==> config.mk <==
export PLATFORM = sky130hd
export DESIGN_NAME = pc_gen_flat
export DESIGN_NICKNAME = d
export VERILOG_FILES = /design/src/rtl/pc_gen_pkg.sv /design/src/rtl/pc_gen_if.sv /design/src/rtl/pc_gen.sv /design/src/flat_wrapper.sv
export SDC_FILE = /design/constraint.sdc
export NUM_CORES = 1
export LEC_CHECK = 0
export ABC_CLOCK_PERIOD_IN_PS = 2900
export CAP_MARGIN = 20
export CORE_ASPECT_RATIO = 1.5
export CORE_MARGIN = 2
export CORE_UTILIZATION = 50
export DETAILED_ROUTE_END_ITERATION = 8
export DONT_BUFFER_PORTS = 1
export SYNTH_ARGS = -nofsm -noshare
export SYNTH_HDL_FRONTEND = slang
export SYNTH_SLANG_ARGS = --single-unit
export TNS_END_PERCENT = 50
==> constraint.sdc <==
create_clock -name clk -period 2.9 [get_ports clk]
set_clock_uncertainty 0.1 [all_clocks]
set_input_delay 0 -clock clk [delete_from_list [all_inputs] [get_ports clk]]
set_output_delay 0 -clock clk [all_outputs]
set_load 0.05 [all_outputs]
==> src/rtl/pc_gen_pkg.sv <==
// ============================================================================
// pc_gen_pkg : shared constants and FSM state type for the IF-stage PC unit
// Rev 1.0
// ============================================================================
`default_nettype none

package pc_gen_pkg;

    localparam logic [2:0]  HOLD_NONE        = 3'd0;
    localparam logic [2:0]  HOLD_PC          = 3'd1;
    localparam logic [2:0]  HOLD_IF          = 3'd2;
    localparam logic [2:0]  HOLD_ID          = 3'd3;

    localparam logic [31:0] DEFAULT_RESET_PC = 32'h0000_0000;
    localparam logic [31:0] INS_NOP          = 32'h0000_0013;

    typedef enum logic [0:0] {
        PC_BOOT = 1'b0,
        PC_RUN  = 1'b1
    } pc_state_e;

endpackage

`default_nettype wire

==> src/rtl/pc_gen_if.sv <==
// ============================================================================
// pc_gen_if : control inputs and fetch outputs of the PC generator
// Rev 1.0
// ============================================================================
`default_nettype none

interface pc_gen_if;

    logic [2:0]  hold_flag_i;
    logic        jump_flag_i;
    logic [31:0] jump_addr_i;
    logic        int_assert_i;
    logic [31:0] int_addr_i;
    logic        rom_ready_i;
    logic [31:0] pc_o;
    logic        req_o;
    logic        boot_done_o;
    logic        misalign_o;

    // The PC generator is the fetch master; ctrl/EX/clint/ROM form the slave side.
    modport master (
        input  hold_flag_i, jump_flag_i, jump_addr_i,
        input  int_assert_i, int_addr_i, rom_ready_i,
        output pc_o, req_o, boot_done_o, misalign_o
    );

    modport slave (
        output hold_flag_i, jump_flag_i, jump_addr_i,
        output int_assert_i, int_addr_i, rom_ready_i,
        input  pc_o, req_o, boot_done_o, misalign_o
    );

endinterface

`default_nettype wire

==> src/rtl/pc_gen.sv <==
// ============================================================================
// pc_gen : program counter and fetch sequencer (boot delay, redirect, hold)
// Rev 1.0
// ============================================================================
`default_nettype none

module pc_gen
    import pc_gen_pkg::*;
#(
    parameter logic [31:0] RESET_PC    = DEFAULT_RESET_PC,
    parameter int          BOOT_CYCLES = 4
) (
    input  wire logic  clk,
    input  wire logic  rst_n,
    pc_gen_if.master   bus
);

    localparam bit         NO_BOOT   = (BOOT_CYCLES == 0);
    localparam logic [7:0] BOOT_LAST = NO_BOOT ? 8'd0 : 8'(BOOT_CYCLES - 1);

    pc_state_e   state;
    logic [7:0]  cnt;
    logic [31:0] pc;
    logic        req;
    logic        boot_done;
    logic        misalign;

    logic        redirect;
    logic [31:0] target;
    logic [31:0] next_pc;

    // Interrupt outranks jump; redirects bypass hold and back-pressure.
    always_comb begin
        redirect = 1'b0;
        target   = 32'h0;
        if (bus.int_assert_i) begin
            redirect = 1'b1;
            target   = bus.int_addr_i;
        end else if (bus.jump_flag_i) begin
            redirect = 1'b1;
            target   = bus.jump_addr_i;
        end

        if (redirect) begin
            next_pc = {target[31:2], 2'b00};
        end else if ((bus.hold_flag_i != HOLD_NONE) || !bus.rom_ready_i) begin
            next_pc = pc;
        end else begin
            next_pc = pc + 32'd4;
        end
    end

    always_ff @(posedge clk or negedge rst_n) begin
        if (!rst_n) begin
            state     <= PC_BOOT;
            cnt       <= 8'd0;
            pc        <= RESET_PC;
            req       <= 1'b0;
            boot_done <= 1'b0;
            misalign  <= 1'b0;
        end else begin
            case (state)
                PC_BOOT: begin
                    pc       <= RESET_PC;
                    misalign <= 1'b0;
                    cnt      <= cnt + 8'd1;
                    if (NO_BOOT || (cnt == BOOT_LAST)) begin
                        state     <= PC_RUN;
                        req       <= 1'b1;
                        boot_done <= 1'b1;
                    end else begin
                        req       <= 1'b0;
                        boot_done <= 1'b0;
                    end
                end
                PC_RUN: begin
                    pc        <= next_pc;
                    req       <= 1'b1;
                    boot_done <= 1'b1;
                    misalign  <= redirect && (target[1:0] != 2'b00);
                end
                default: begin
                    state     <= PC_BOOT;
                    cnt       <= 8'd0;
                    pc        <= RESET_PC;
                    req       <= 1'b0;
                    boot_done <= 1'b0;
                    misalign  <= 1'b0;
                end
            endcase
        end
    end

    assign bus.pc_o        = pc;
    assign bus.req_o       = req;
    assign bus.boot_done_o = boot_done;
    assign bus.misalign_o  = misalign;

endmodule

`default_nettype wire

==> src/flat_wrapper.sv <==
// flat-port wrapper written by rule: the top's interface ports become plain ports
module pc_gen_flat import pc_gen_pkg::*;
#(
    parameter logic [31:0] RESET_PC    = DEFAULT_RESET_PC,
    parameter int          BOOT_CYCLES = 4
)
  (clk, rst_n, bus_hold_flag_i, bus_jump_flag_i, bus_jump_addr_i, bus_int_assert_i, bus_int_addr_i, bus_rom_ready_i, bus_pc_o, bus_req_o, bus_boot_done_o, bus_misalign_o);
  pc_gen_if bus_i ();
  input  wire logic clk;
  input  wire logic rst_n;
  input wire logic [$bits(bus_i.hold_flag_i)-1:0] bus_hold_flag_i;
  input wire logic [$bits(bus_i.jump_flag_i)-1:0] bus_jump_flag_i;
  input wire logic [$bits(bus_i.jump_addr_i)-1:0] bus_jump_addr_i;
  input wire logic [$bits(bus_i.int_assert_i)-1:0] bus_int_assert_i;
  input wire logic [$bits(bus_i.int_addr_i)-1:0] bus_int_addr_i;
  input wire logic [$bits(bus_i.rom_ready_i)-1:0] bus_rom_ready_i;
  output wire logic [$bits(bus_i.pc_o)-1:0] bus_pc_o;
  output wire logic [$bits(bus_i.req_o)-1:0] bus_req_o;
  output wire logic [$bits(bus_i.boot_done_o)-1:0] bus_boot_done_o;
  output wire logic [$bits(bus_i.misalign_o)-1:0] bus_misalign_o;
  assign bus_i.hold_flag_i = bus_hold_flag_i;
  assign bus_i.jump_flag_i = bus_jump_flag_i;
  assign bus_i.jump_addr_i = bus_jump_addr_i;
  assign bus_i.int_assert_i = bus_int_assert_i;
  assign bus_i.int_addr_i = bus_int_addr_i;
  assign bus_i.rom_ready_i = bus_rom_ready_i;
  assign bus_pc_o = bus_i.pc_o;
  assign bus_req_o = bus_i.req_o;
  assign bus_boot_done_o = bus_i.boot_done_o;
  assign bus_misalign_o = bus_i.misalign_o;
  pc_gen #(.RESET_PC(RESET_PC), .BOOT_CYCLES(BOOT_CYCLES)) u_core (.clk(clk), .rst_n(rst_n), .bus(bus_i));
endmodule
==> metrics, run 1 <==
period utilization=about nine tenths; Max Freq=~380 MHz; post-DP HPWL=6480 um; Sink Count=40; worst path cell trace=ha_1, nand3_1, nor3_1, nand4_1, o2111ai_1, a31oi_1, dlygate4sd3_1; post-CTS sizing=0; vias in the first global route=3131; Worst setup EP type=flip-flop; pin count of the biggest net entering global routing=41; Residual DRC=0; post-synth top area share=35.5%; First DRT Iteration DRCs=about 260; CTS H-tree depth=2; Bufs and invs on worst path=1; critical path data required time=2990 ps; Critical R2R Capture=u_core.bus.pc_o[16]$_DFFE_PN0P_; Die Width=between 60 and 70 um; remaining antenna violation count=0; worst-case clock buffer depth=2; Core Rows=33; Nets=496; reg-to-reg startpoint=u_core.bus.pc_o[3]$_DFFE_PN0P_; total inserted antenna cells=0; first-pass GRT wire length=between 15000 and 20000 um; first drt pass iteration count=4; endpoints failing hold=2; Tot Pwr=about 1800 uW; fraction of layout cells with a size suffix above 1=11.8%; RSZ-0062 raised after global routing=no; cts bufs inserted=5; CP arrival=2740 ps; Hold/Removal Path Class=input port to flip-flop; die footprint=0.00627 mm2; CP Depth=7; Total Wirelength=just over 10000 um; Die H=96.0 um; ys async rst share=100%; Tmin final=2660 ps; post-route setup TNS=0 ps; Pleak=0.00157 uW; most common cell in the netlist=dfrtp_1; Via density=6.55; area grow syn2layout=33.4%; XOR/XNOR Fraction of Synth Area=2.80%; synth unique cells=between 50 and 60; reg-to-reg slack, setup=240 ps; largest family of logic cells by synthesized area=compound AO/OA/AOI/OAI gates; slowest CP cell=dlygate4sd3_1; top cells by area, synth=dfrtp_1 35%, o21ai_0 5.5%, a21oi_1 4.1%; EDFF count, synth=0; reg2reg path depth=7; status=finished with violations; Syn Inst Count=around 350; vias=3227; later-pin clock latency in the skew report=310 ps; CP top delay family=simple AND/OR/NAND/NOR gates; GRT Residual Overflow=0; post-synthesis compound-gate area fraction=26.8%; max-slew violation count=0; type of origin of the critical path=flip-flop; crit-path max FO=7; io pins=107; detail-routed net length per standard cell=20.5 um; Yosys warning count=0; Most used DFF post-synth=dfrtp_1; initial core utilization=approximately 52%; Seq cells post-synth=40; CP Launch Point=u_core.bus.pc_o[3]$_DFFE_PN0P_; CORE AREA=0.00545 mm2; crit path capture=u_core.bus.pc_o[16]$_DFFE_PN0P_; GPL Wtd Cong=0.886; Synth Area in Adders=less than 1%; Tot GR Track Use=32.9%; violated checks=hold timing; simple-gate share of the synthesized area=roughly a quarter; slew at the pin closest to its max-slew limit=891 ps; pwr dens=471 mW/mm2; area leader, netlist=dfrtp_1; mapped cell area=around 0.0028 mm2; placed cell areas=0.00306 mm2; multiplexer area fraction after synthesis=3.59%; relative slew slack=about two fifths; post-synthesis area per instance=8.10 um2; Port Buf Inserts=0; post-route cell area=0.00376 mm2; CP peak stage delay=a little under 600 ps; CTS root buffer=clkbuf_8; Worst IR Drop VDD=~0.00039 V; endpoints failing setup=0; Critical Setup Path Class=flip-flop to flip-flop; WHS=-5.03 ps; most instantiated cells after synthesis=40 x dfrtp_1, 31 x o21ai_0, 30 x nand2_1, 30 x nor2_1, 23 x a21oi_1; initial antenna violation count=0; clock slew at reported path FFs=80 ps; max-cap violation count=0; register area share after synthesis=around 35%; CTS tree=built
## power breakdown
group | switching (uW) | leakage, uW | total [uW] | internal [uW]
combinational | 374 | 0.00106 | 594 | 220
sequential | 86.2 | 0.000456 | 691 | 604
clock | 229 | 0.0000548 | 489 | 260
## worst min-delay path by stage
| stage | depth (start not counted) | start | end | slack (ps) |
|---|---|---|---|---|
| after floorplan | 0 | rst_n | u_core.bus.misalign_o$_DFF_PN0_ | -400 |
| after global placement | 0 | rst_n | u_core.bus.pc_o[22]$_DFFE_PN0P_ | -390 |
| after detailed placement | 0 | rst_n | u_core.bus.pc_o[21]$_DFFE_PN0P_ | -390 |
| after CTS | 3 | bus_int_addr_i[23] | u_core.bus.pc_o[23]$_DFFE_PN0P_ | 0.8 |
| after global routing | 3 | bus_int_assert_i | u_core.bus.pc_o[4]$_DFFE_PN0P_ | 20 |
| final | 3 | bus_int_addr_i[23] | u_core.bus.pc_o[23]$_DFFE_PN0P_ | -5 |
## cell type report
type,count,area (um2)
multi-input cells,272,1680
clock buffers,5,68.8
repair buffers,91,838
flip-flops and latches,40,1000
well taps,70,87.6
fillers,488,1690
inverters,12,45.0
clock inverters,3,46.3
## state kept, by name, indices dropped and copies added (netlist names)
signal and cells:
u_core.bus.req_o 1, u_core.bus.pc_o 30, u_core.bus.misalign_o 1, u_core.cnt 8
## cells in the final DEF (no fill, tap or decap), types with 6 or more instances in the layout
master         count
dfrtp_1           40
nand2_1           30
nand3_1           13
o21ai_0           31
dlygate4sd3_1     57
o22ai_1           10
a21oi_1           23
buf_4             33
xnor2_1            8
inv_1             11
nor3_1             8
mux2i_1            9
nor2_1            30
nand4_1           18
a31oi_1            8
and3_1             6
## logic make-up after synthesis
logic type | after synthesis
xor gates and xnor gates | 9
DFF | 40
other | 1
muxes | 10
buffers and inverters | 37
AOI/OAI and AO/OA | 117
and+or+nand+nor | 132
adders and majority gates | 2
## worst reg2reg max path: stages, from the launching register on
cell,delay [ps]
dfrtp_1,460
ha_1,250
nand3_1,240
nor3_1,520
nand4_1,160
o2111ai_1,110
a31oi_1,130
dlygate4sd3_1,580
## what timing repair did
action                                 in CTS  in global routing
setup buffers                               0                  0
endpoints found under the hold margin      70                  0
hold buffers                               58                  0
## metrics by stage
stage          setup WS [ps]  cells  hold WS (ps)  util [%]
4_1_cts                  321    493         0.751      69.0
2_1_floorplan            365    349          -396         -
6_report                 243    493         -5.03      69.0
5_1_grt                 48.2    493          20.6      69.0
3_3_place_gp             792    427          -395      56.1
3_5_place_dp             727    427          -395      56.1
## layer usage
| layer | global-route usage (%) | part of all wire, % | routed length (um) |
|---|---|---|---|
| met5 | 0 | 0 | 0 |
| met4 | 12.5 | 1.9 | 195 |
| met3 | 6.32 | 6.9 | 694 |
| met2 | 59.9 | 54 | 5400 |
| met1 | 37.7 | 38 | 3810 |
Power figures use the tool's default switching activity.
==> inputs of run 2 (changes only) <==
==> constraint.sdc (replaced) <==
create_clock -name clk -period 2.9 [get_ports clk]
set_clock_uncertainty 0.1 [all_clocks]
set_input_delay 0.145 -clock clk [delete_from_list [all_inputs] [get_ports clk]]
set_output_delay 0.145 -clock clk [all_outputs]
set_load 0.05 [all_outputs]
==> metrics, run 2 (synthesis gave the netlist of run 1 again) <==
status=complete, no violations; WHS=5.82 ps; Worst setup EP type=flip-flop; type of origin of the critical path=flip-flop; reg-to-reg slack, setup=roughly 600 ps; area grow syn2layout=17.3%; critical path data required time=3000 ps; vias=2908; slew at the pin closest to its max-slew limit=613 ps; Die Width=65.3 um; Pleak=0.00137 uW; worst-case clock buffer depth=2; Nets=453; Die H=between 90 and 100 um; vias in the first global route=2827; Residual DRC=0; total inserted antenna cells=0; Core Rows=33; Hold Crit Depth=2; cts bufs inserted=5; commonest non-fill, non-tap cell in the layout=dfrtp_1; pin count of the biggest net entering global routing=between 40 and 50; initial core utilization=between 50% and 60%; post-CTS sizing=0; Hold EP=u_core.bus.pc_o[31]$_DFFE_PN0P_; pwr dens=486 mW/mm2; RSZ-0062 raised after global routing=no; Tot GR Track Use=30.1%; Critical Setup Path Class=flip-flop to flip-flop; first drt pass iteration count=5; post-DP HPWL=between 6000 and 7000 um; max-cap violation count=0; Total Wirelength=approximately 9000 um; endpoints failing hold=0; GPL Wtd Cong=0.815; GRT Residual Overflow=0; fraction of layout cells with a size suffix above 1=13.2%; CTS H-tree depth=2; io pins=107; Hold/Removal Path Class=input port to flip-flop; later-pin clock latency in the skew report=310 ps; remaining antenna violation count=0; max-slew violation count=0; initial antenna violation count=0; crit-path max FO=6; first-pass GRT wire length=14200 um; max reg flops=30; Worst IR Drop VDD=0.000300 V; Tmin final=2300 ps; First DRT Iteration DRCs=133; CP Launch Point=u_core.bus.pc_o[6]$_DFFE_PN0P_; post-route setup TNS=0 ps; period utilization=79.4%; reg-to-reg startpoint=u_core.bus.pc_o[6]$_DFFE_PN0P_; CORE AREA=~0.0055 mm2; clock slew at reported path FFs=90 ps; CP arrival=2400 ps; Via density=6.46; endpoints failing setup=0; Port Buf Inserts=0; Critical R2R Capture=u_core.bus.pc_o[11]$_DFFE_PN0P_; reg2reg path depth=7; CTS tree=built; relative slew slack=59.2%; Sink Count=40; Worst Hold Launch=bus_int_addr_i[31]; CTS root buffer=clkbuf_8; most frequent cells in the layout=40 x dfrtp_1, 33 x buf_4, 31 x o21ai_0; Max Freq=434 MHz; die footprint=0.00627 mm2; detail-routed net length per standard cell=20.3 um
==> run 2: changes by cell type in the layout (fill, tap and decap cells not counted), sizes merged <==
cell	before	now
bufinv	1	0
inv	12	11
dlygate4sd3	57	14
clkinvlp	1	2
clkinv	1	2
==> run 2: stage by stage <==
step | util, % | std cells | cell area, um2 | setup slack (ps) | total power (uW)
finish | 60.7 | 450 | 3310 | 597 | 1610
global route | 60.7 | 450 | 3310 | 424 | 1690
CTS | 60.7 | 450 | 3310 | 576 | 1610
detailed placement | 56.1 | 427 | 3060 | 721 | 1180
global placement | 56.1 | 427 | 3060 | 768 | 1180
floorplan | - | 349 | 2820 | 365 | 1060
==> run 2: how the worst max path moves through the flow <==
stage	cells past startpoint	to	slack, ps
2_1_floorplan	6	u_core.bus.pc_o[28]$_DFFE_PN0P_	370
3_3_place_gp	5	u_core.bus.pc_o[19]$_DFFE_PN0P_	770
3_5_place_dp	5	u_core.bus.pc_o[29]$_DFFE_PN0P_	720
4_1_cts	7	u_core.bus.pc_o[11]$_DFFE_PN0P_	580
5_1_grt	7	u_core.bus.pc_o[11]$_DFFE_PN0P_	420
6_report	7	u_core.bus.pc_o[11]$_DFFE_PN0P_	600
==> run 2: repair_timing <==
action,CTS,global route
hold buffers,15,0
endpoints found under the hold margin,49,0
buffers inserted,0,0
==> run 2: layout make-up <==
class / count / area, um2
fillers: 523 / 2140
multi-input cells: 272 / 1680
flip-flops and latches: 40 / 1000
repair buffers: 48 / 408
well taps: 70 / 87.6
clock buffers: 5 / 68.8
inverters: 12 / 45.0
clock inverters: 3 / 23.8
==> run 2: worst max-delay path, cell delays in order, from the launching register on <==
cell and delay [ps]:
dfrtp_1 430, buf_4 250, inv_1 100, nor4_1 340, xor2_1 110, a222oi_1 230, dlygate4sd3_1 590, nor2_1 40
==> run 2: where the power goes <==
part	switching (uW)	internal, uW	total [uW]
registers	91.3	604	695
clock network	230	171	401
logic	344	169	513
total	665	944	1610
==> run 2: per-layer routing <==
metal | routed length [um] | vias up | share of wire [%] | track usage, %
met5 | 0 | - | 0 | 0
met4 | 217 | 0 | 2.4 | 13.7
met3 | 533 | 15 | 5.8 | 5.26
met2 | 4840 | 94 | 53 | 53.1
met1 | 3550 | 1422 | 39 | 35.2
li1 | - | 1377 | - | -
